## src/rtl/axi_rd_arbiter.sv

```systemverilog
// axi_rd_arbiter: shares one AXI4 master port between the IFU and the LSU.
// Reads are arbitrated round-robin, one burst per grant. The LSU owns the
// write channels. LSU reads wait while one of its writes is still outstanding.
module axi_rd_arbiter #(
    parameter int ID_W   = 4,
    parameter int ADDR_W = 32,
    parameter int DATA_W = 64
) (
    input  logic              clk,
    input  logic              rst,
    // IFU read address / read data
    input  logic              IFU_AXI_ARVALID,
    output logic              IFU_AXI_ARREADY,
    input  logic [ID_W-1:0]   IFU_AXI_ARID,
    input  logic [ADDR_W-1:0] IFU_AXI_ARADDR,
    input  logic [7:0]        IFU_AXI_ARLEN,
    input  logic [2:0]        IFU_AXI_ARSIZE,
    input  logic [1:0]        IFU_AXI_ARBURST,
    input  logic              IFU_AXI_ARLOCK,
    input  logic [3:0]        IFU_AXI_ARCACHE,
    input  logic [2:0]        IFU_AXI_ARPROT,
    input  logic [3:0]        IFU_AXI_ARQOS,
    input  logic [3:0]        IFU_AXI_ARREGION,
    output logic              IFU_AXI_RVALID,
    input  logic              IFU_AXI_RREADY,
    output logic [ID_W-1:0]   IFU_AXI_RID,
    output logic [DATA_W-1:0] IFU_AXI_RDATA,
    output logic [1:0]        IFU_AXI_RRESP,
    output logic              IFU_AXI_RLAST,
    // IFU write channels (never granted)
    input  logic              IFU_AXI_AWVALID,
    output logic              IFU_AXI_AWREADY,
    input  logic [ID_W-1:0]   IFU_AXI_AWID,
    input  logic [ADDR_W-1:0] IFU_AXI_AWADDR,
    input  logic [7:0]        IFU_AXI_AWLEN,
    input  logic [2:0]        IFU_AXI_AWSIZE,
    input  logic [1:0]        IFU_AXI_AWBURST,
    input  logic              IFU_AXI_AWLOCK,
    input  logic [3:0]        IFU_AXI_AWCACHE,
    input  logic [2:0]        IFU_AXI_AWPROT,
    input  logic [3:0]        IFU_AXI_AWQOS,
    input  logic [3:0]        IFU_AXI_AWREGION,
    input  logic              IFU_AXI_WVALID,
    output logic              IFU_AXI_WREADY,
    input  logic [DATA_W-1:0] IFU_AXI_WDATA,
    input  logic [DATA_W/8-1:0] IFU_AXI_WSTRB,
    input  logic              IFU_AXI_WLAST,
    output logic              IFU_AXI_BVALID,
    input  logic              IFU_AXI_BREADY,
    output logic [ID_W-1:0]   IFU_AXI_BID,
    output logic [1:0]        IFU_AXI_BRESP,
    // LSU read address / read data
    input  logic              LSU_AXI_ARVALID,
    output logic              LSU_AXI_ARREADY,
    input  logic [ID_W-1:0]   LSU_AXI_ARID,
    input  logic [ADDR_W-1:0] LSU_AXI_ARADDR,
    input  logic [7:0]        LSU_AXI_ARLEN,
    input  logic [2:0]        LSU_AXI_ARSIZE,
    input  logic [1:0]        LSU_AXI_ARBURST,
    input  logic              LSU_AXI_ARLOCK,
    input  logic [3:0]        LSU_AXI_ARCACHE,
    input  logic [2:0]        LSU_AXI_ARPROT,
    input  logic [3:0]        LSU_AXI_ARQOS,
    input  logic [3:0]        LSU_AXI_ARREGION,
    output logic              LSU_AXI_RVALID,
    input  logic              LSU_AXI_RREADY,
    output logic [ID_W-1:0]   LSU_AXI_RID,
    output logic [DATA_W-1:0] LSU_AXI_RDATA,
    output logic [1:0]        LSU_AXI_RRESP,
    output logic              LSU_AXI_RLAST,
    // LSU write channels
    input  logic              LSU_AXI_AWVALID,
    output logic              LSU_AXI_AWREADY,
    input  logic [ID_W-1:0]   LSU_AXI_AWID,
    input  logic [ADDR_W-1:0] LSU_AXI_AWADDR,
    input  logic [7:0]        LSU_AXI_AWLEN,
    input  logic [2:0]        LSU_AXI_AWSIZE,
    input  logic [1:0]        LSU_AXI_AWBURST,
    input  logic              LSU_AXI_AWLOCK,
    input  logic [3:0]        LSU_AXI_AWCACHE,
    input  logic [2:0]        LSU_AXI_AWPROT,
    input  logic [3:0]        LSU_AXI_AWQOS,
    input  logic [3:0]        LSU_AXI_AWREGION,
    input  logic              LSU_AXI_WVALID,
    output logic              LSU_AXI_WREADY,
    input  logic [DATA_W-1:0] LSU_AXI_WDATA,
    input  logic [DATA_W/8-1:0] LSU_AXI_WSTRB,
    input  logic              LSU_AXI_WLAST,
    output logic              LSU_AXI_BVALID,
    input  logic              LSU_AXI_BREADY,
    output logic [ID_W-1:0]   LSU_AXI_BID,
    output logic [1:0]        LSU_AXI_BRESP,
    // Shared master port
    output logic              AXI_ARVALID,
    input  logic              AXI_ARREADY,
    output logic [ID_W-1:0]   AXI_ARID,
    output logic [ADDR_W-1:0] AXI_ARADDR,
    output logic [7:0]        AXI_ARLEN,
    output logic [2:0]        AXI_ARSIZE,
    output logic [1:0]        AXI_ARBURST,
    output logic              AXI_ARLOCK,
    output logic [3:0]        AXI_ARCACHE,
    output logic [2:0]        AXI_ARPROT,
    output logic [3:0]        AXI_ARQOS,
    output logic [3:0]        AXI_ARREGION,
    input  logic              AXI_RVALID,
    output logic              AXI_RREADY,
    input  logic [ID_W-1:0]   AXI_RID,
    input  logic [DATA_W-1:0] AXI_RDATA,
    input  logic [1:0]        AXI_RRESP,
    input  logic              AXI_RLAST,
    output logic              AXI_AWVALID,
    input  logic              AXI_AWREADY,
    output logic [ID_W-1:0]   AXI_AWID,
    output logic [ADDR_W-1:0] AXI_AWADDR,
    output logic [7:0]        AXI_AWLEN,
    output logic [2:0]        AXI_AWSIZE,
    output logic [1:0]        AXI_AWBURST,
    output logic              AXI_AWLOCK,
    output logic [3:0]        AXI_AWCACHE,
    output logic [2:0]        AXI_AWPROT,
    output logic [3:0]        AXI_AWQOS,
    output logic [3:0]        AXI_AWREGION,
    output logic              AXI_WVALID,
    input  logic              AXI_WREADY,
    output logic [DATA_W-1:0] AXI_WDATA,
    output logic [DATA_W/8-1:0] AXI_WSTRB,
    output logic              AXI_WLAST,
    input  logic              AXI_BVALID,
    output logic              AXI_BREADY,
    input  logic [ID_W-1:0]   AXI_BID,
    input  logic [1:0]        AXI_BRESP
);

    localparam logic [1:0] R_IDLE = 2'd0;
    localparam logic [1:0] R_IFU  = 2'd1;
    localparam logic [1:0] R_LSU  = 2'd2;

    logic [1:0] state_q, state_d;
    logic       ar_done_q, ar_done_d;
    logic       last_lsu_q, last_lsu_d;
    logic       wr_pend_q, wr_pend_d;
    logic       gnt_ifu, gnt_lsu;
    logic       unused_ifu_wr;

    // Grants are masked by reset so every handshake output is quiet while rst=1
    assign gnt_ifu = (state_q == R_IFU) && !rst;
    assign gnt_lsu = (state_q == R_LSU) && !rst;

    // The IFU write side sinks everything and never answers
    assign IFU_AXI_AWREADY = 1'b0;
    assign IFU_AXI_WREADY  = 1'b0;
    assign IFU_AXI_BVALID  = 1'b0;
    assign IFU_AXI_BID     = '0;
    assign IFU_AXI_BRESP   = '0;
    assign unused_ifu_wr = ^{IFU_AXI_AWVALID, IFU_AXI_AWID, IFU_AXI_AWADDR, IFU_AXI_AWLEN,
                             IFU_AXI_AWSIZE, IFU_AXI_AWBURST, IFU_AXI_AWLOCK, IFU_AXI_AWCACHE,
                             IFU_AXI_AWPROT, IFU_AXI_AWQOS, IFU_AXI_AWREGION, IFU_AXI_WVALID,
                             IFU_AXI_WDATA, IFU_AXI_WSTRB, IFU_AXI_WLAST, IFU_AXI_BREADY};

    // LSU write channels pass straight through to the shared port
    assign AXI_AWVALID     = LSU_AXI_AWVALID && !rst;
    assign LSU_AXI_AWREADY = AXI_AWREADY && !rst;
    assign AXI_AWID        = LSU_AXI_AWID;
    assign AXI_AWADDR      = LSU_AXI_AWADDR;
    assign AXI_AWLEN       = LSU_AXI_AWLEN;
    assign AXI_AWSIZE      = LSU_AXI_AWSIZE;
    assign AXI_AWBURST     = LSU_AXI_AWBURST;
    assign AXI_AWLOCK      = LSU_AXI_AWLOCK;
    assign AXI_AWCACHE     = LSU_AXI_AWCACHE;
    assign AXI_AWPROT      = LSU_AXI_AWPROT;
    assign AXI_AWQOS       = LSU_AXI_AWQOS;
    assign AXI_AWREGION    = LSU_AXI_AWREGION;
    assign AXI_WVALID      = LSU_AXI_WVALID && !rst;
    assign LSU_AXI_WREADY  = AXI_WREADY && !rst;
    assign AXI_WDATA       = LSU_AXI_WDATA;
    assign AXI_WSTRB       = LSU_AXI_WSTRB;
    assign AXI_WLAST       = LSU_AXI_WLAST;
    assign LSU_AXI_BVALID  = AXI_BVALID && !rst;
    assign AXI_BREADY      = LSU_AXI_BREADY && !rst;
    assign LSU_AXI_BID     = AXI_BID;
    assign LSU_AXI_BRESP   = AXI_BRESP;

    // Read-channel mux: the granted master is wired to AR/R, everyone else sees zeros
    always_comb begin
        AXI_ARVALID = 1'b0;   AXI_ARID = '0;     AXI_ARADDR = '0;   AXI_ARLEN = '0;
        AXI_ARSIZE = '0;      AXI_ARBURST = '0;  AXI_ARLOCK = 1'b0; AXI_ARCACHE = '0;
        AXI_ARPROT = '0;      AXI_ARQOS = '0;    AXI_ARREGION = '0; AXI_RREADY = 1'b0;
        IFU_AXI_ARREADY = 1'b0; IFU_AXI_RVALID = 1'b0; IFU_AXI_RID = '0;
        IFU_AXI_RDATA = '0;   IFU_AXI_RRESP = '0; IFU_AXI_RLAST = 1'b0;
        LSU_AXI_ARREADY = 1'b0; LSU_AXI_RVALID = 1'b0; LSU_AXI_RID = '0;
        LSU_AXI_RDATA = '0;   LSU_AXI_RRESP = '0; LSU_AXI_RLAST = 1'b0;
        if (gnt_ifu) begin
            AXI_ARVALID = IFU_AXI_ARVALID && !ar_done_q;
            AXI_ARID = IFU_AXI_ARID;       AXI_ARADDR = IFU_AXI_ARADDR;
            AXI_ARLEN = IFU_AXI_ARLEN;     AXI_ARSIZE = IFU_AXI_ARSIZE;
            AXI_ARBURST = IFU_AXI_ARBURST; AXI_ARLOCK = IFU_AXI_ARLOCK;
            AXI_ARCACHE = IFU_AXI_ARCACHE; AXI_ARPROT = IFU_AXI_ARPROT;
            AXI_ARQOS = IFU_AXI_ARQOS;     AXI_ARREGION = IFU_AXI_ARREGION;
            AXI_RREADY = IFU_AXI_RREADY;
            IFU_AXI_ARREADY = AXI_ARREADY && !ar_done_q;
            IFU_AXI_RVALID = AXI_RVALID;   IFU_AXI_RID = AXI_RID;
            IFU_AXI_RDATA = AXI_RDATA;     IFU_AXI_RRESP = AXI_RRESP;
            IFU_AXI_RLAST = AXI_RLAST;
        end else if (gnt_lsu) begin
            AXI_ARVALID = LSU_AXI_ARVALID && !ar_done_q;
            AXI_ARID = LSU_AXI_ARID;       AXI_ARADDR = LSU_AXI_ARADDR;
            AXI_ARLEN = LSU_AXI_ARLEN;     AXI_ARSIZE = LSU_AXI_ARSIZE;
            AXI_ARBURST = LSU_AXI_ARBURST; AXI_ARLOCK = LSU_AXI_ARLOCK;
            AXI_ARCACHE = LSU_AXI_ARCACHE; AXI_ARPROT = LSU_AXI_ARPROT;
            AXI_ARQOS = LSU_AXI_ARQOS;     AXI_ARREGION = LSU_AXI_ARREGION;
            AXI_RREADY = LSU_AXI_RREADY;
            LSU_AXI_ARREADY = AXI_ARREADY && !ar_done_q;
            LSU_AXI_RVALID = AXI_RVALID;   LSU_AXI_RID = AXI_RID;
            LSU_AXI_RDATA = AXI_RDATA;     LSU_AXI_RRESP = AXI_RRESP;
            LSU_AXI_RLAST = AXI_RLAST;
        end
    end

    // Next-state logic: round-robin pick in idle, one address per grant, release on RLAST
    always_comb begin
        state_d    = state_q;
        ar_done_d  = ar_done_q;
        last_lsu_d = last_lsu_q;
        wr_pend_d  = wr_pend_q;
        case (state_q)
            R_IDLE: begin
                if (IFU_AXI_ARVALID && LSU_AXI_ARVALID && !wr_pend_q) begin
                    state_d = last_lsu_q ? R_IFU : R_LSU;
                end else if (IFU_AXI_ARVALID) begin
                    state_d = R_IFU;
                end else if (LSU_AXI_ARVALID && !wr_pend_q) begin
                    state_d = R_LSU;
                end
            end
            R_IFU, R_LSU: begin
                if (AXI_ARVALID && AXI_ARREADY) begin
                    ar_done_d = 1'b1;
                end
                if (AXI_RVALID && AXI_RREADY && AXI_RLAST) begin
                    state_d    = R_IDLE;
                    ar_done_d  = 1'b0;
                    last_lsu_d = (state_q == R_LSU);
                end
            end
            default: state_d = R_IDLE;
        endcase
        if (AXI_AWVALID && AXI_AWREADY) begin
            wr_pend_d = 1'b1;
        end else if (AXI_BVALID && AXI_BREADY) begin
            wr_pend_d = 1'b0;
        end
    end

    // State registers with synchronous reset; IFU wins the first tie after reset
    always_ff @(posedge clk) begin
        if (rst) begin
            state_q    <= R_IDLE;
            ar_done_q  <= 1'b0;
            last_lsu_q <= 1'b1;
            wr_pend_q  <= 1'b0;
        end else begin
            state_q    <= state_d;
            ar_done_q  <= ar_done_d;
            last_lsu_q <= last_lsu_d;
            wr_pend_q  <= wr_pend_d;
        end
    end

endmodule

```

## config.mk

```make
export PLATFORM = sky130hd
export DESIGN_NAME = axi_rd_arbiter
export DESIGN_NICKNAME = d
export VERILOG_FILES = /design/src/rtl/axi_rd_arbiter.sv
export SDC_FILE = /design/constraint.sdc
export NUM_CORES = 1
export LEC_CHECK = 0
export BUFFER_PORTS_ARGS = -buffer_cell sky130_fd_sc_hd__buf_2
export CAP_MARGIN = 5
export CELL_PAD_IN_SITES_DETAIL_PLACEMENT = 1
export CELL_PAD_IN_SITES_GLOBAL_PLACEMENT = 2
export CORE_AREA = 2 2 337 339
export DETAILED_ROUTE_END_ITERATION = 10
export DIE_AREA = 0 0 339 341
export PLACE_DENSITY_LB_ADDON = 0.1
export SLEW_MARGIN = 5
export SYNTH_ARGS = -nofsm -noshare
export SYNTH_HDL_FRONTEND = slang
export SYNTH_SLANG_ARGS = --single-unit
```

## constraint.sdc

```tcl
create_clock -name clk -period 1.7 [get_ports clk]
set_clock_uncertainty 0.2 [all_clocks]
set_input_delay 0.17 -clock clk [delete_from_list [all_inputs] [get_ports clk]]
set_output_delay 0.17 -clock clk [all_outputs]
set_load 0.03 [all_outputs]
```

# Word level (Yosys, flattened, before mapping)
# Index checks and enable logic that the tools add are counted.
[word_totals] ff_bits=5 input_bits=500 output_inout_bits=372 wordCells=89
[classes] eq_ne=4 n_mux=52 n_reduce_logical=29
[op_table] operator="2-to-1 mux 64 bit" n=3
[op_table] operator="2-to-1 mux 32 bit" n=2
[op_table] operator="2-to-1 mux 4 bit" n=11
[op_table] operator="2-to-1 mux 2 bit" n=10
[op_table] operator="logical AND 1 bit" n=19
[op_table] operator="2-to-1 mux 1 bit" n=19
[op_table] operator="2-to-1 mux 8 bit" n=2
[op_table] operator="2-to-1 mux 3 bit" n=4
[op_table] operator="AND reduction 2 bit" n=3
[op_table] operator="inequality test 4 bit, second input constant" n=1
[op_table] operator="one-hot mux 2 bit (2 select lines)" n=1
[op_table] operator="nonzero test 2 bit" n=2
[op_table] operator="zero test 1 bit" n=3
[op_table] operator="equality test 2 x 1 -> 1 bit, second input constant" n=1
[op_table] operator="equality test 2 bit, second input constant" n=1
[op_table] operator="zero test 2 bit" n=1
[op_table] operator="inequality test 2 bit, second input constant" n=1
[op_table] operator="OR reduction 2 bit" n=1

# Longest topological paths before layout
# Gate-level depths: netlist of the first run.
[depth] ltp_word=8 ltp_mapped=7 ltp_nobuf=6

# Worst setup path before layout of the first run
# No wires, ideal clock.
[synth_path] path_kind="register to register" start="register state_q[1]" end="register state_q[1]" setup_time_ns=0.132 arrival_ns=1.625 t_required_ns=1.368 path_slack_ns=-0.257 stages_incl_launch_ff=7 n_path_buf=0 period_less_slack_ns=1.957 path_cell_list="dfxtp_1 inv_1 ha_1 nand3b_4 a21oi_1 a311o_1 a21oi_1"
[synth_via] elab_chain_cells=8 word_cells_on_any_way=14 cone_classes="eq/ne: 4; mux: 3; reduce/logical: 7"
[synth_rtl] element="start, declared" line="139" rtl="logic [1:0] state_q, state_d;"
[synth_rtl] element="start signal, assigned" line="263" rtl="state_q <= state_d;"
[synth_rtl] element="equality test 2 bit" line="148" rtl="assign gnt_lsu = (state_q == R_LSU) && !rst;"
[synth_rtl] element="logical AND 1 bit" line="148"
[synth_rtl] element="2-to-1 mux 1 bit" line="205" rtl="end else if (gnt_lsu) begin"
[synth_rtl] element="2-to-1 mux 1 bit *" line="193" rtl="if (gnt_ifu) begin"
[synth_rtl] element="net AXI_RREADY" line="107" rtl="output logic AXI_RREADY,"
[synth_rtl] element="logical AND 1 bit * (2 in a row)" line="240" rtl="if (AXI_RVALID && AXI_RREADY && AXI_RLAST) begin"
[synth_rtl] element="inequality test 2 bit (no source line) *"
[synth_rtl] element="AND reduction 2 bit (no source line) *"
# The timed path passes the listed nets; every way through them passes the cells marked *.
# A chain may end at the register's enable or synchronous reset.

# Final worst setup path of the first run
[layout_path] start="register state_q[1]" end="output AXI_ARADDR[16]"
[layout_via] elab_chain_cells=4 word_cells_on_any_way=6 cone_classes="eq/ne: 2; mux: 2; reduce/logical: 2"
[layout_rtl] element="equality test 2 bit" line="148"
[layout_rtl] element="logical AND 1 bit" line="148"
[layout_rtl] element="2-to-1 mux 32 bit" line="205"
[layout_rtl] element="2-to-1 mux 32 bit *" line="193"
[layout_rtl] element="end, declared" line="97" rtl="output logic [ADDR_W-1:0] AXI_ARADDR,"
# Mark *: on every way between the ends. The rest lies on a longest branch, timed or not.

==> results.py, run 1 <==
metrics = {
    "grt": {
        "grt_pass1_vias": 5107,
        "antenna_found_initial": 19,
        "grt_max_degree": 26,
        "gr-total-overflow": 0,
        "gr-usage-all-layers_pct": 5.719,
        "grt_pass1_wl_um": 45510,
    },
    "clock_tree": {
        "cts_buffers": 3,
        "clkLatencyLatePin_ns": 0.23,
        "clk_root_buffer_cell": "clkbuf_16",
        "clockBufferDepth": 2,
        "path_clk_slew_ns": 0.04,
        "cts_tree": "done",
        "htreeDepth": 1,
        "clock_sinks": 5,
    },
    "sta": {
        "setup_tns_ns": -90.45,
        "final.setup.worst_slack_ns": -0.5066,
        "rsz0062_at_grt": "yes",
        "clock.fmax_mhz": 453.2,
        "finalMaxSlewViolations": 0,
        "hold_viol_final": 0,
        "timing.final.crit_share_pct": 129.8,
        "period_needed_ns": 2.207,
        "setup_violations": 217,
    },
    "die": {
        "ios": 872,
        "die-area_um2": 115600,
        "die_width_um": 339,
        "die_y_um": 341,
        "core-area_um2": 111900,
        "row_count": 123,
        "start_util_pct": 2.872,
    },
    "critical_path": {
        "criticalPathCategory": "register to output pin",
        "critPathMaxFanout": 8,
        "critPathCaptureType": "output pin",
        "crit_path_start_kind": "register",
        "cp.arrival_ns": 1.84,
        "crit_required_ns": 1.33,
    },
    "status": {
        "status": "finished, violations left",
        "violations": "setup timing",
    },
    "drt": {
        "dr.pass1.iters": 4,
        "drt_wl_total_um": 38310,
        "drtAntennaViolNets": 0,
        "wl_per_cell_um": 16.62,
        "via_per_inst": 2.030,
        "first_iter_violations": 54,
        "dr_total_vias": 4679,
        "drc_errors": 0,
    },
    "synth": {
        "netlist-cell-type-count": 32,
        "synthDominantCellAreaShare_pct": 36.21,
        "synthesis.area_um2": 3213,
        "synth-edff-count": 0,
        "synthCells": 446,
        "synthFlopType": "dfxtp_1",
        "async_reset_ff_share_pct": 0,
        "synth_area_per_cell_um2": 7.204,
        "yosysWarnings": 0,
        "ys_ff_latch": 5,
        "synth.top_cells.by_area": "buf_4 36%, and2_1 28%, a22o_1 18%",
        "yosysSeqAreaShare_pct": 3.115,
        "yosys.area.top_type": "buf_4",
    },
    "placed_design": {
        "gp_congestion": 0.7071,
        "dp_cells": 2249,
        "place_area_um2": 7177,
        "dp_hpwl_um": 29010,
        "io_buffers": 433,
    },
    "finish": {
        "nets": 1307,
        "final_cell_mix": "226 x buf_6, 220 x buf_2, 142 x and2_4",
        "syn_to_final_growth_pct": 210.7,
        "fin_area_um2": 9983,
        "final_cells": 2305,
        "layout-drive-gt1-share_pct": 94.27,
        "final_common_cell": "buf_6",
    },
    "power": {
        "pwr_density_cell_nw_per_um2": 602.7,
        "ir_drop_v": 0.0001949,
        "leakage_nw": 4.373,
    },
    "flow_run": {
        "timing.max_cap.violations": 0,
    },
    "worst_hold_path": {
        "holdCritPathClass": "input port to register",
    },
}
## power breakdown
part | internal, mW | switching, mW
clock network | 0.311 | 0.0782
registers | 0.139 | 0.0152
logic | 2.83 | 2.64
## cells in the mapped netlist, types with 2 or more instances
master      n
a21oi_1     2
a22o_1     65
a22oi_1     2
and2_1    145
and3b_1     2
buf_2      18
buf_4     155
clkbuf_1    6
clkbuf_2    5
dfxtp_1     5
ha_1        3
inv_1       4
nand2_1     4
nor2_1      5
nor2b_1     8
## critical path, stage by stage (launching register included)
cell and delay [ns]:
dfxtp_2 0.31, buf_4 0.13, ha_4 0.15, nor3b_4 0.15
buf_12 0.15, buf_16 0.17, clkbuf_16 0.18, a22o_4 0.22
buf_6 0.14
## final cells by class
type,instances,area (um^2)
antenna,2,5.005
clock buffer,4,78.83
fill,13260,101900
inverter,4,15.01
multi-input combinational,260,2733
sequential,5,105.1
tap,1500,1877
timing repair buffer,530,5170
## state kept, by name, indices dropped and copies added (netlist names)
signal,count
last_lsu_q,1
ar_done_q,1
wr_pend_q,1
state_q,2
## kinds of logic after synthesis
| group | count (synthesis) | share of synthesized area (%) |
|---|---|---|
| buf+inv | 189 | 41.08 |
| simple gates | 169 | 32.98 |
| compound gates | 78 | 21.18 |
| flops | 5 | 3.115 |
| fa+ha+maj | 3 | 1.168 |
| mux | 1 | 0.3504 |
| other cells | 1 | 0.1167 |
## layer usage
| layer | vias up | share of wire, % | global-route usage (%) |
|---|---|---|---|
| met5 | - | 0.30 | 0 |
| met4 | 20 | 3.0 | 1.630 |
| met3 | 96 | 11 | 2.702 |
| met2 | 381 | 50 | 10.33 |
| met1 | 2129 | 36 | 5.857 |
| li1 | 2053 | - | - |
## per-stage QoR
stage / setup WS [ns] / total power [mW] / utilization (%) / hold slack [ns]
6_report: -0.5066 / 6.017 / 8.923 / 0.04093
5_1_grt: -0.5787 / 6.403 / 8.921 / 0.07249
4_1_cts: -0.5757 / 5.367 / 7.802 / 0.03508
3_5_place_dp: -0.4000 / 3.863 / 6.415 / 0.1402
3_3_place_gp: -0.4112 / 3.921 / 6.415 / 0.1402
2_1_floorplan: -0.04746 / 2.989 / - / 0.1305
## worst paths after layout
path	start	slack (ns)	end	depth (start not counted)
worst max-delay path	state_q[1]	-0.51	AXI_ARADDR[16]	8
worst min-delay path	AXI_AWREADY	0.04	wr_pend_q	3
worst max register to register	state_q[1]	-0.27	last_lsu_q	8
worst min register to register	wr_pend_q	0.37	wr_pend_q	2
## what timing repair did
| item | CTS | global route |
|---|---|---|
| setup buffers | 19 | 9 |
| endpoints found under the setup margin | 217 | 217 |
| gates cloned | 12 | 20 |
| hold buffers | 0 | 0 |
| gates resized for setup | 314 | 380 |
| pin swaps | 38 | 98 |
No activity file was read; power rests on OpenSTA's default activity.
==> run 2: changes to the inputs <==
--- a/config.mk
+++ b/config.mk
@@ -7,8 +7,8 @@
 export LEC_CHECK = 0
 export BUFFER_PORTS_ARGS = -buffer_cell sky130_fd_sc_hd__buf_2
 export CAP_MARGIN = 5
-export CELL_PAD_IN_SITES_DETAIL_PLACEMENT = 1
-export CELL_PAD_IN_SITES_GLOBAL_PLACEMENT = 2
+export CELL_PAD_IN_SITES_DETAIL_PLACEMENT = 0
+export CELL_PAD_IN_SITES_GLOBAL_PLACEMENT = 1
 export CORE_AREA = 2 2 337 339
 export DETAILED_ROUTE_END_ITERATION = 10
 export DIE_AREA = 0 0 339 341
==> results.py, run 2 (synthesis gave the netlist of run 1 again) <==
metrics = {
    "finish": {
        "layout-drive-gt1-share_pct": 93.63,
        "regMostFlops": "state_q",
        "largest_reg_flops": 2,
        "final_cell_mix": "268 x buf_2, 128 x buf_6, 86 x and2_4",
        "syn_to_final_growth_pct": 178.9,
        "nets": 1289,
        "final_common_cell": "buf_2",
        "seq_area_um2": 105.1,
        "multi_input_area_um2": 2623,
        "utilization_pct": 8.008,
        "fillers": 13190,
    },
    "critical_path": {
        "criticalPathCategory": "register to output pin",
        "critPathCaptureType": "output pin",
        "cp.arrival_ns": 1.87,
        "crit_required_ns": 1.33,
        "crit_path_start_kind": "register",
        "critPathMaxFanout": 26,
    },
    "drt": {
        "via_per_inst": 1.955,
        "dr.pass1.iters": 4,
        "drc_errors": 0,
        "wl_per_cell_um": 14.64,
        "first_iter_violations": 43,
        "dr_total_vias": 4472,
        "drt_wl_total_um": 33490,
        "drtAntennaViolNets": 0,
    },
    "die": {
        "row_count": 123,
        "die-area_um2": 115600,
        "die_width_um": 339,
        "ios": 872,
        "die_y_um": 341,
        "core-area_um2": 111900,
        "start_util_pct": 2.872,
    },
    "power": {
        "finalPower_mw": 5.255,
        "p_sw_share_pct": 47.79,
        "clkPwrFrac_pct": 7.4,
        "power.switching_mw": 2.511,
        "p_int_mw": 2.743,
        "leakage_nw": 4.061,
        "pwr_density_cell_nw_per_um2": 586.5,
        "p_seq_share_pct": 3.0,
        "p_comb_share_pct": 89.6,
        "ir_drop_v": 0.0002845,
    },
    "sta": {
        "hold_viol_final": 0,
        "period_needed_ns": 2.239,
        "setup_violations": 217,
        "timing.final.crit_share_pct": 131.7,
        "setup_tns_ns": -101.54,
        "clock.fmax_mhz": 446.6,
        "final.setup.worst_slack_ns": -0.5391,
        "rsz0062_at_grt": "yes",
        "finalMaxSlewViolations": 0,
    },
    "grt": {
        "gr-total-overflow": 0,
        "gr-usage-all-layers_pct": 4.636,
        "antenna_found_initial": 12,
        "grt_pass1_wl_um": 37740,
        "grt_max_degree": 35,
        "grt_pass1_vias": 4520,
    },
    "clock_tree": {
        "cts_buffers": 3,
        "clk_root_buffer_cell": "clkbuf_16",
        "clockBufferDepth": 2,
        "htreeDepth": 1,
        "clkLatencyLatePin_ns": 0.23,
        "path_clk_slew_ns": 0.03,
        "cts_tree": "done",
        "postCtsHoldBufs": 0,
        "clock_sinks": 5,
    },
    "placed_design": {
        "gp_congestion": 0.7074,
        "io_buffers": 433,
        "pre_cts_slack_ns": -0.3722,
        "dp_hpwl_um": 26460,
    },
    "status": {
        "violations": "setup timing",
        "status": "finished, violations left",
    },
    "worst_hold_path": {
        "holdCritPathClass": "input port to register",
    },
    "flow_run": {
        "timing.max_cap.violations": 0,
    },
}
==> run 2: changes by cell type in the layout (fill, tap and decap cells not counted), sizes merged <==
| cell | change |
|---|---|
| clkbuf | +15 |
| diode | +1 |
| buf | -33 |
==> run 2: metal layers <==
layer	wire, um	GRT usage, %	vias up
met1	12240	4.655	2018
met5	81	0	-
met4	1333	1.944	12
met2	16340	8.108	335
met3	3496	2.317	106
li1	-	-	2001
==> run 2: critical path: stages (launching register included) <==
cell     delay [ns]
dfxtp_2        0.33
inv_2          0.07
ha_4           0.15
nor2b_4        0.27
buf_6          0.14
buf_8          0.12
buf_12         0.18
and2_4         0.19
buf_4          0.16
==> run 2: power by group through the flow <==
stage	Clock (mW)	Combinational (mW)	Sequential (mW)
floorplan	0	2.85	0.142
finish	0.388	4.71	0.159
global route	0.410	5.01	0.162
global placement	0	3.63	0.147
detailed placement	0	3.57	0.146
CTS	0.403	3.67	0.144
==> run 2: metrics by stage <==
stage               cells  instance area [um^2]  hold WS (ns)
floorplan             454                  3936        0.1305
global placement     2241                  7044        0.1402
detailed placement   2241                  7044        0.1402
CTS                  2246                  7282      0.009479
global route         2285                  8952       0.03712
finish               2288                  8960       0.01569
==> run 2: timing repair <==
action / 4_1_cts / 5_1_grt
setup buffers: 1 / 19
gates cloned: 0 / 20
endpoints found under the hold margin: 0 / 0
pin swaps: 0 / 47
setup endpoints to repair: 217 / 217
gates resized for setup: 55 / 435
==> run 2: area by class of cell <==
class                           count  share of cell area (%)
Timing Repair Buffer              512                   47.45
Inverter                            4                  0.1955
Sequential cell                     5                   1.173
Multi-Input combinational cell    260                   29.27
Antenna cell                        3                 0.08379
Clock buffer                        4                  0.8798
Tap cell                         1500                   20.95
==> run 2: final timing paths <==
path	start	end	slack (ns)	cells past startpoint
worst max-delay path	state_q[1]	IFU_AXI_RDATA[45]	-0.54	8
worst min-delay path	LSU_AXI_AWVALID	wr_pend_q	0.02	3
worst max register to register	state_q[1]	ar_done_q	-0.34	10
worst min register to register	wr_pend_q	wr_pend_q	0.33	2
==> run 3: changes to the inputs <==
--- a/config.mk
+++ b/config.mk
@@ -5,6 +5,7 @@
 export SDC_FILE = /design/constraint.sdc
 export NUM_CORES = 1
 export LEC_CHECK = 0
+export ABC_AREA = 1
 export BUFFER_PORTS_ARGS = -buffer_cell sky130_fd_sc_hd__buf_2
 export CAP_MARGIN = 5
 export CELL_PAD_IN_SITES_DETAIL_PLACEMENT = 0
==> results.py, run 3 <==
metrics = {
    "clock_tree": {
        "clockBufferDepth": 2,
        "clkLatencyLatePin_ns": 0.23,
        "path_clk_slew_ns": 0.04,
        "cts_buffers": 3,
        "htreeDepth": 1,
        "cts_tree": "done",
        "clock_sinks": 5,
        "clk_root_buffer_cell": "clkbuf_16",
    },
    "flow_run": {
        "timing.max_cap.violations": 0,
    },
    "drt": {
        "drc_errors": 0,
        "dr.pass1.iters": 4,
        "drt_wl_total_um": 32170,
        "wl_per_cell_um": 13.48,
        "first_iter_violations": 47,
        "dr_total_vias": 4884,
        "via_per_inst": 2.046,
        "drtAntennaViolNets": 0,
    },
    "critical_path": {
        "criticalPathCategory": "register to output pin",
        "crit_path_start": "state_q[0]",
        "crit_chain": "inv_2 -> ha_4 -> inv_4 -> nor2_4 -> nand2_8 -> buf_6 -> buf_12 -> clkbuf_16 -> nor2_4 -> buf_6",
        "r2r_start": "state_q[0]",
        "cp.buffers_inverters": 6,
        "critPathMaxFanout": 6,
        "critPathMaxStageDelay_ns": 0.32,
        "crit_required_ns": 1.33,
        "crit_path_start_kind": "register",
        "cpMaxStageDelayCell": "dfxtp_2",
        "critPathCaptureType": "output pin",
        "cp.arrival_ns": 1.76,
        "critPathTopFamily": "buffers and inverters",
    },
    "grt": {
        "antenna_found_initial": 8,
        "gr-usage-all-layers_pct": 5.140,
        "met1_usage_pct": 4.750,
        "busiest_layer": "met2",
        "met3_usage_pct": 3.615,
        "grt_pass1_wl_um": 42030,
        "grt_max_degree": 15,
        "grt_use_met2_pct": 9.317,
        "grt_pass1_vias": 5323,
        "gr-total-overflow": 0,
    },
    "sta": {
        "finalMaxSlewViolations": 0,
        "period_needed_ns": 2.125,
        "final.setup.worst_slack_ns": -0.4252,
        "hold_viol_final": 0,
        "clock.fmax_mhz": 470.6,
        "rsz0062_at_grt": "yes",
        "setup_violations": 216,
        "setup_tns_ns": -71.03,
        "timing.final.crit_share_pct": 125.0,
    },
    "power": {
        "ir_drop_v": 0.0003076,
        "pwr_density_cell_nw_per_um2": 708.2,
        "leakage_nw": 4.482,
    },
    "die": {
        "die_width_um": 339,
        "die-area_um2": 115600,
        "start_util_pct": 2.865,
        "core-area_um2": 111900,
        "row_count": 123,
        "ios": 872,
        "die_y_um": 341,
    },
    "synth": {
        "synth.top_cells.by_area": "buf_4 36%, nor2_1 19%, a22o_1 18%",
        "yosysSeqAreaShare_pct": 3.123,
        "async_reset_ff_share_pct": 0,
        "synthFlopType": "dfxtp_1",
        "synth_area_per_cell_um2": 5.958,
        "synthTopCellsByCount": "159 x nor2_1, 153 x buf_4, 89 x inv_1, 65 x a22o_1, 18 x buf_2",
        "yosysWarnings": 0,
        "synth-edff-count": 0,
        "synthesis.area_um2": 3206,
        "netlist-cell-type-count": 23,
        "ys_ff_latch": 5,
        "synthCells": 538,
        "yosys.area.top_type": "buf_4",
        "synthDominantCellAreaShare_pct": 35.83,
        "yosysMostFrequentCell": "nor2_1",
    },
    "placed_design": {
        "dp_hpwl_um": 25190,
        "gp_congestion": 0.7490,
        "pre_cts_slack_ns": -0.3638,
        "io_buffers": 433,
    },
    "finish": {
        "final_cell_mix": "230 x buf_6, 220 x buf_2, 139 x nor2_4",
        "nets": 1390,
        "regMostFlops": "state_q",
        "syn_to_final_growth_pct": 226.2,
        "fillers": 13100,
        "final_common_cell": "buf_6",
        "layout-drive-gt1-share_pct": 84.20,
        "largest_reg_flops": 2,
    },
    "worst_hold_path": {
        "holdCritPathClass": "input port to register",
        "min-delay-start": "LSU_AXI_BREADY",
    },
    "status": {
        "violations": "setup timing",
        "status": "finished, violations left",
    },
}
==> run 3: cell count changes after synthesis, moves of 3 or more <==
cell / before / now
nor2_1: 5 / 159
and2_1: 145 / 0
inv_1: 4 / 89
buf_6: 0 / 13
nor2b_1: 8 / 0
nand2_1: 4 / 11
clkbuf_1: 6 / 0
clkbuf_2: 5 / 0
nand2_4: 0 / 3
==> run 3: worst min-delay path, stage by stage <==
cell and delay [ns]:
buf_2 0.11, nand2_1 0.06, a32o_1 0.14
==> run 3: final timing paths <==
path,endpoint,slack (ns),cells after the start
max,LSU_AXI_RDATA[63],-0.43,10
min,wr_pend_q,0.08,3
max reg2reg,state_q[0],-0.20,13
min reg2reg,last_lsu_q,0.27,2
==> run 3: report_power, final <==
group	switching, mW	leakage, nW	total, mW	internal, mW
Clock	0.0872	0.0382	0.399	0.312
Sequential	0.0223	0.0420	0.168	0.146
Combinational	3.65	4.40	6.84	3.19
==> run 3: metrics by stage <==
stage | instance area (um^2) | utilization, % | hold slack [ns] | instances | power, mW
2_1_floorplan | 3541 | - | 0.09579 | 546 | 3.323
3_5_place_dp | 6723 | 6.009 | 0.1402 | 2336 | 4.376
5_1_grt | 10450 | 9.342 | 0.1001 | 2386 | 7.866
6_report | 10460 | 9.345 | 0.08239 | 2387 | 7.404
4_1_cts | 9219 | 8.240 | 0.08243 | 2377 | 6.704
3_3_place_gp | 6723 | 6.009 | 0.1402 | 2336 | 4.467
==> run 3: kinds of logic after synthesis <==
group / after synthesis / synth area share [%]
buf+inv: 277 / 54.33
other cells: 1 / 0.1170
compound gates: 71 / 18.89
flops: 5 / 3.123
fa+ha+maj: 3 / 1.171
simple gates: 181 / 22.37
==> run 3: final cells by class <==
| cell class | instances | area [um^2] | share of cell area (%) |
|---|---|---|---|
| Clock buffer | 4 | 78.83 | 0.7540 |
| Tap cell | 1500 | 1877 | 17.95 |
| Multi-Input combinational cell | 264 | 2989 | 28.59 |
| Timing Repair Buffer | 520 | 5020 | 48.01 |
| Sequential cell | 5 | 105.1 | 1.005 |
| Antenna cell | 1 | 2.502 | 0.02393 |
| Inverter | 93 | 382.9 | 3.662 |
==> run 3: layer usage <==
layer / share of wire (%) / up-vias
met5: 0.27 / -
met4: 1.3 / 12
met3: 15 / 37
met2: 51 / 427
met1: 32 / 2215
li1: - / 2193
==> run 3: repair_timing <==
item                                    CTS  global route
pin swaps                                 5            29
gates resized for setup                 533           287
endpoints found under the setup margin  217           217
setup buffers                            23            15
hold endpoints to repair                  1             0
hold buffers                              1             0
gates cloned                             13             5
